===== config.mk =====
export PLATFORM = sky130hd
export DESIGN_NAME = ov7670_stream_gen
export DESIGN_NICKNAME = d
export VERILOG_FILES = /design/src/rtl/ov7670_stream_gen.sv
export SDC_FILE = /design/constraint.sdc
export NUM_CORES = 1
export LEC_CHECK = 0
export ABC_AREA = 1
export BUFFER_PORTS_ARGS = -buffer_cell sky130_fd_sc_hd__buf_4
export CAP_MARGIN = 20
export CELL_PAD_IN_SITES_DETAIL_PLACEMENT = 2
export CELL_PAD_IN_SITES_GLOBAL_PLACEMENT = 2
export CORE_ASPECT_RATIO = 2
export CORE_UTILIZATION = 32
export DETAILED_ROUTE_END_ITERATION = 7
export GPL_TIMING_DRIVEN = 1
export PLACE_DENSITY_LB_ADDON = 0.1
export SLEW_MARGIN = 25
export SYNTH_ARGS = -nofsm -noshare
export SYNTH_HDL_FRONTEND = slang
export SYNTH_SLANG_ARGS = --single-unit

===== constraint.sdc =====
create_clock -name clk24 -period 3.85 [get_ports clk24]
set_clock_uncertainty 0.15 [all_clocks]
set_input_delay 0.385 -clock clk24 [delete_from_list [all_inputs] [get_ports clk24]]
set_output_delay 0.385 -clock clk24 [all_outputs]
set_load 0.05 [all_outputs]

===== src/rtl/ov7670_stream_gen.sv =====
// Emulates an OV7670 camera output: divided pixel clock, vsync/href framing and
// a selectable test pattern presented one byte per pclk period.
`timescale 1ns/1ps
module ov7670_stream_gen #(
   parameter int H_ACTIVE    = 640,
   parameter int V_ACTIVE    = 480,
   parameter int H_BLANK     = 144,
   parameter int VSYNC_LINES = 3,
   parameter int V_BACK      = 17,
   parameter int V_FRONT     = 10,
   parameter int CLK_DIV     = 2
) (
   input  logic        clk24,
   input  logic        rst_n,
   input  logic        run,
   input  logic [1:0]  mode,
   input  logic [7:0]  pattern_value,
   output logic        pclk,
   output logic        vsync,
   output logic        href,
   output logic [7:0]  dout,
   output logic        busy,
   output logic        frame_done,
   output logic [15:0] frame_cnt
);

   localparam int LB  = 2 * (H_ACTIVE + H_BLANK);
   localparam int FL  = VSYNC_LINES + V_BACK + V_ACTIVE + V_FRONT;
   localparam int VS0 = VSYNC_LINES + V_BACK;
   localparam int HW  = (LB > 1) ? $clog2(LB) : 1;
   localparam int VW  = (FL > 1) ? $clog2(FL) : 1;
   localparam int DW  = (CLK_DIV > 1) ? $clog2(CLK_DIV) : 1;

   localparam logic [HW-1:0] H_LAST = HW'(LB - 1);
   localparam logic [VW-1:0] V_LAST = VW'(FL - 1);
   localparam logic [DW-1:0] D_LAST = DW'(CLK_DIV - 1);
   localparam logic [DW-1:0] D_HALF = DW'(CLK_DIV / 2);

   typedef enum logic {IDLE, ACTIVE} state_t;

   state_t        state_q, state_d;
   logic [DW-1:0] div_q, div_d;
   logic          pclk_q, pclk_d;
   logic [HW-1:0] hcnt_q, hcnt_d;
   logic [VW-1:0] vcnt_q, vcnt_d;
   logic [1:0]    mode_q, mode_d;
   logic [7:0]    actCnt_q, actCnt_d;
   logic          vsync_q, vsync_d;
   logic          href_q, href_d;
   logic [7:0]    dout_q, dout_d;
   logic          frameDone_q, frameDone_d;
   logic [15:0]   frameCnt_q, frameCnt_d;

   logic          tick;
   logic          startFrame;
   logic [7:0]    actBase;
   logic [31:0]   hExt, vExt, yPix;

   // Slot outputs are computed for the slot being entered, so they land on the pclk falling edge.
   always_comb begin
      div_d       = (div_q == D_LAST) ? '0 : div_q + DW'(1);
      tick        = (div_q == D_LAST);
      pclk_d      = (div_d >= D_HALF);
      state_d     = state_q;
      hcnt_d      = hcnt_q;
      vcnt_d      = vcnt_q;
      mode_d      = mode_q;
      actCnt_d    = actCnt_q;
      vsync_d     = vsync_q;
      href_d      = href_q;
      dout_d      = dout_q;
      frameDone_d = 1'b0;
      frameCnt_d  = frameCnt_q;
      startFrame  = 1'b0;
      actBase     = actCnt_q;
      hExt        = '0;
      vExt        = '0;
      yPix        = '0;

      if (tick) begin
         case (state_q)
            IDLE: begin
               if (run) begin
                  state_d    = ACTIVE;
                  startFrame = 1'b1;
               end
            end
            ACTIVE: begin
               if (hcnt_q == H_LAST && vcnt_q == V_LAST) begin
                  frameDone_d = 1'b1;
                  frameCnt_d  = frameCnt_q + 16'd1;
                  hcnt_d      = '0;
                  vcnt_d      = '0;
                  if (run) startFrame = 1'b1;
                  else     state_d    = IDLE;
               end else if (hcnt_q == H_LAST) begin
                  hcnt_d = '0;
                  vcnt_d = vcnt_q + VW'(1);
               end else begin
                  hcnt_d = hcnt_q + HW'(1);
               end
            end
            default: state_d = IDLE;
         endcase

         if (startFrame) begin
            hcnt_d  = '0;
            vcnt_d  = '0;
            mode_d  = mode;
            actBase = '0;
         end

         hExt     = 32'(hcnt_d);
         vExt     = 32'(vcnt_d);
         yPix     = vExt - 32'(VS0);
         vsync_d  = 1'b0;
         href_d   = 1'b0;
         dout_d   = 8'h00;
         actCnt_d = actBase;

         if (state_d == ACTIVE) begin
            vsync_d = (vExt < 32'(VSYNC_LINES));
            href_d  = (vExt >= 32'(VS0)) && (yPix < 32'(V_ACTIVE)) &&
                      (hExt < 32'(2 * H_ACTIVE));
            if (href_d) begin
               actCnt_d = actBase + 8'd1;
               case (mode_d)
                  2'd0:    dout_d = actBase;
                  2'd1:    dout_d = hExt[0] ? yPix[8:1] : hExt[10:3];
                  2'd2:    dout_d = (hExt[4] ^ yPix[3]) ? 8'hFF : 8'h00;
                  default: dout_d = pattern_value;
               endcase
            end
         end
      end
   end

   always_ff @(posedge clk24) begin
      if (!rst_n) begin
         state_q     <= IDLE;
         div_q       <= '0;
         pclk_q      <= 1'b0;
         hcnt_q      <= '0;
         vcnt_q      <= '0;
         mode_q      <= 2'd0;
         actCnt_q    <= 8'd0;
         vsync_q     <= 1'b0;
         href_q      <= 1'b0;
         dout_q      <= 8'h00;
         frameDone_q <= 1'b0;
         frameCnt_q  <= 16'd0;
      end else begin
         state_q     <= state_d;
         div_q       <= div_d;
         pclk_q      <= pclk_d;
         hcnt_q      <= hcnt_d;
         vcnt_q      <= vcnt_d;
         mode_q      <= mode_d;
         actCnt_q    <= actCnt_d;
         vsync_q     <= vsync_d;
         href_q      <= href_d;
         dout_q      <= dout_d;
         frameDone_q <= frameDone_d;
         frameCnt_q  <= frameCnt_d;
      end
   end

   assign pclk       = pclk_q;
   assign vsync      = vsync_q;
   assign href       = href_q;
   assign dout       = dout_q;
   assign busy       = (state_q == ACTIVE);
   assign frame_done = frameDone_q;
   assign frame_cnt  = frameCnt_q;

endmodule


==> flow_summary.toml <==
[status]
status = "complete, no violations"

[synth]
synth.distinct_cells = 40
synth_area_leaders = "dfxtp_1 33%, nand2_1 13%, inv_1 8.1%"
postSynthAreaPerCell_um2 = 6.65
syn_inst = 534
synth_edf_count = 0
ys.flop_type = "dfxtp_1"
synth_most_common_cell = "nand2_1"
synth_area_leader_cell = "dfxtp_1"
async_flop_share_pct = 0
synthesis.nets = 554
synth_top_cell_area_share_pct = 33.3
ys_warn_count = 0
syn-cell-area_mm2 = 0.00355
ys_seq_elements = 59
ys_seq_area_share_pct = 33.3
synth_common_cells = "124 x nand2_1, 77 x inv_1, 59 x dfxtp_1"

[power_and_ir_drop]
total_power_w = 0.00160
p_leak_nw = 1.88
power_density_mw_per_mm2 = 371
ir_worst_vdd_mv = 0.218

[cells_and_area]
area_growth_pct = 21.2
antennaDiodeCount = 0
design_area_mm2 = 0.00430
nFillCells = 1338
layout-drive-gt1-share_pct = 16.6
fin_nets = 598

[detailed_routing]
drt_pass1_iterations = 6
vias = 3755
routed_wirelength_um = 13500
drt-initial-drc-count = 78
post-route-drc-count = 0
ant_nets = 0
drt-wirelength-per-cell_um = 18.7
vias_per_cell = 5.19

[grt]
grt_pass1_vias = 4259
grt_pass1_wl_um = 21500
grt_usage_pct = 24.8
grt_max_degree = 20
antenna_found_initial = 0
grt_overflow = 0

[cts]
cts_setup_buffers = 0
cts-root-buf = "clkbuf_16"
ctsResizeCount = 0
htreeDepth = 3
clk_pin_slew_ps = 50
numClockSinks = 59
clock_latency_ps = 340
cts_hold_buf = 0
cts_buffer_depth = 2
cts_buffers = 9
cts_tree = "done"

[place]
portBuffers = 41
place_congestion = 0.831
dp_hpwl_um = 10800
placed_cell_area_mm2 = 0.00400

[floorplanning]
core-area_mm2 = 0.0109
die_w_um = 76.5
placementRows = 54
start_util_pct = 32.6
die_h_um = 151
ios = 42
fp.dieArea_mm2 = 0.0115

[sta]
period_share_pct = 86.8
fmax_ghz = 0.299
setup_viol = 0
rsz0062_at_grt = "no"
relSlewSlack_pct = 43.4
slew_violations = 0
fin_crit_ps = 3340
tns_ps = 0
hold_viol = 0
tightestPinTransition_ps = 846

[worst_setup_path]
crit_fanout = 9
rr_endpoint = "actCnt_q[2]"
critPathCaptureType = "flop"
arrival_ps = 3420
r2r_start = "hcnt_q[0]"
path_class = "flop to flop"
crit_start = "hcnt_q[0]"
startpoint_type = "flop"
worst_ep_required_time_ps = 3920
r2r_cells = 19
r2r_setup_slack_ps = 510
crit_end = "actCnt_q[2]"

[min_path]
min_path_type = "primary input to flop"

[run]
maxCapViolations = 0
## worst max-delay path: stages (launching register included)
cell and delay, ps:
dfxtp_1 380, ha_1 190, nand2_2 90, nor2_4 150
nand4_2 240, inv_1 150, nand2_1 60, nand2_1 80
nand3_1 160, ha_1 250, inv_1 80, nand4_1 170
nand2_1 130, inv_1 50, nand2_1 80, nor2_1 70
nor2_4 260, nand4_1 190, o21bai_1 240, nor2_1 50
## kinds of logic (layout without fill, tap and decap cells)
family / count (synthesis) / count (layout) / share of synthesized area, %
xor+xnor: 5 / 5 / 1.23
compound gates: 87 / 87 / 14.3
flops: 59 / 59 / 33.3
buf+inv: 93 / 142 / 10.2
fa+ha+maj: 7 / 7 / 2.47
simple gates: 283 / 283 / 38.6
## routing by layer
metal / share of wire, % / track usage (%) / wire, um
met2: 60 / 52.6 / 8120
met4: 5.1 / 15.3 / 694
met1: 33 / 20.9 / 4460
met3: 2.0 / 3.43 / 270
met5: 0 / 0 / 0
## per-stage QoR
step | hold slack (ps) | util (%) | cells | worst slack [ps]
2_1_floorplan | 276 | - | 534 | 1070
3_3_place_gp | 290 | 36.8 | 707 | 728
3_5_place_dp | 307 | 36.8 | 707 | 566
4_1_cts | 170 | 39.6 | 723 | 499
5_1_grt | 198 | 39.6 | 723 | 203
6_report | 177 | 39.6 | 723 | 508
## layout by cell type (no fill, tap or decap), types with 3 or more instances in the layout
cell / instances
nor2_2: 4
o22ai_1: 17
clkbuf_16: 9
nand2_2: 5
dfxtp_1: 59
nor2_4: 3
nor3_1: 13
o21ai_0: 21
o21bai_1: 6
o21ai_1: 10
nand4_1: 18
nand3_2: 6
inv_1: 77
nor4_1: 3
buf_4: 43
nor3_2: 3
ha_1: 7
nor2_1: 56
inv_2: 4
xor2_1: 5
nand2_1: 124
nand2_4: 3
nand3_1: 34
a21oi_1: 23
or2_2: 3
## flip-flops by register name (all words and copies together), names as in the netlist
name,cells
actCnt_q,8
busy,1
div_q,1
dout,8
frame_cnt,16
frame_done,1
hcnt_q,11
href,1
mode_q,2
vcnt_q,9
vsync,1
## report_power, final
group          internal, W  switching [W]  total, W
sequential        0.000615     0.00000631  0.000621
clock             0.000535       0.000304  0.000840
combinational    0.0000379      0.0000968  0.000135
## worst min-delay path by stage
| stage | start | to | slack (ps) | cells after the start |
|---|---|---|---|---|
| finish | pattern_value[2] | dout[2] | 180 | 3 |
| global route | pattern_value[2] | dout[2] | 200 | 3 |
| CTS | pattern_value[1] | dout[1] | 170 | 3 |
| detailed placement | href | href | 310 | 2 |
| global placement | actCnt_q[1] | actCnt_q[1] | 290 | 2 |
| floorplan | actCnt_q[1] | actCnt_q[1] | 280 | 2 |
## final cells by class
class / count / area (um^2) / share of cell area [%]
multi-input combinational: 382 / 2010 / 46.7
timing repair buffer: 43 / 323 / 7.50
clock buffer: 12 / 256 / 5.96
tap: 140 / 175 / 4.07
clock inverter: 4 / 48.8 / 1.13
inverter: 83 / 312 / 7.24
sequential: 59 / 1180 / 27.4
No activity file was read; power rests on OpenSTA's default activity.
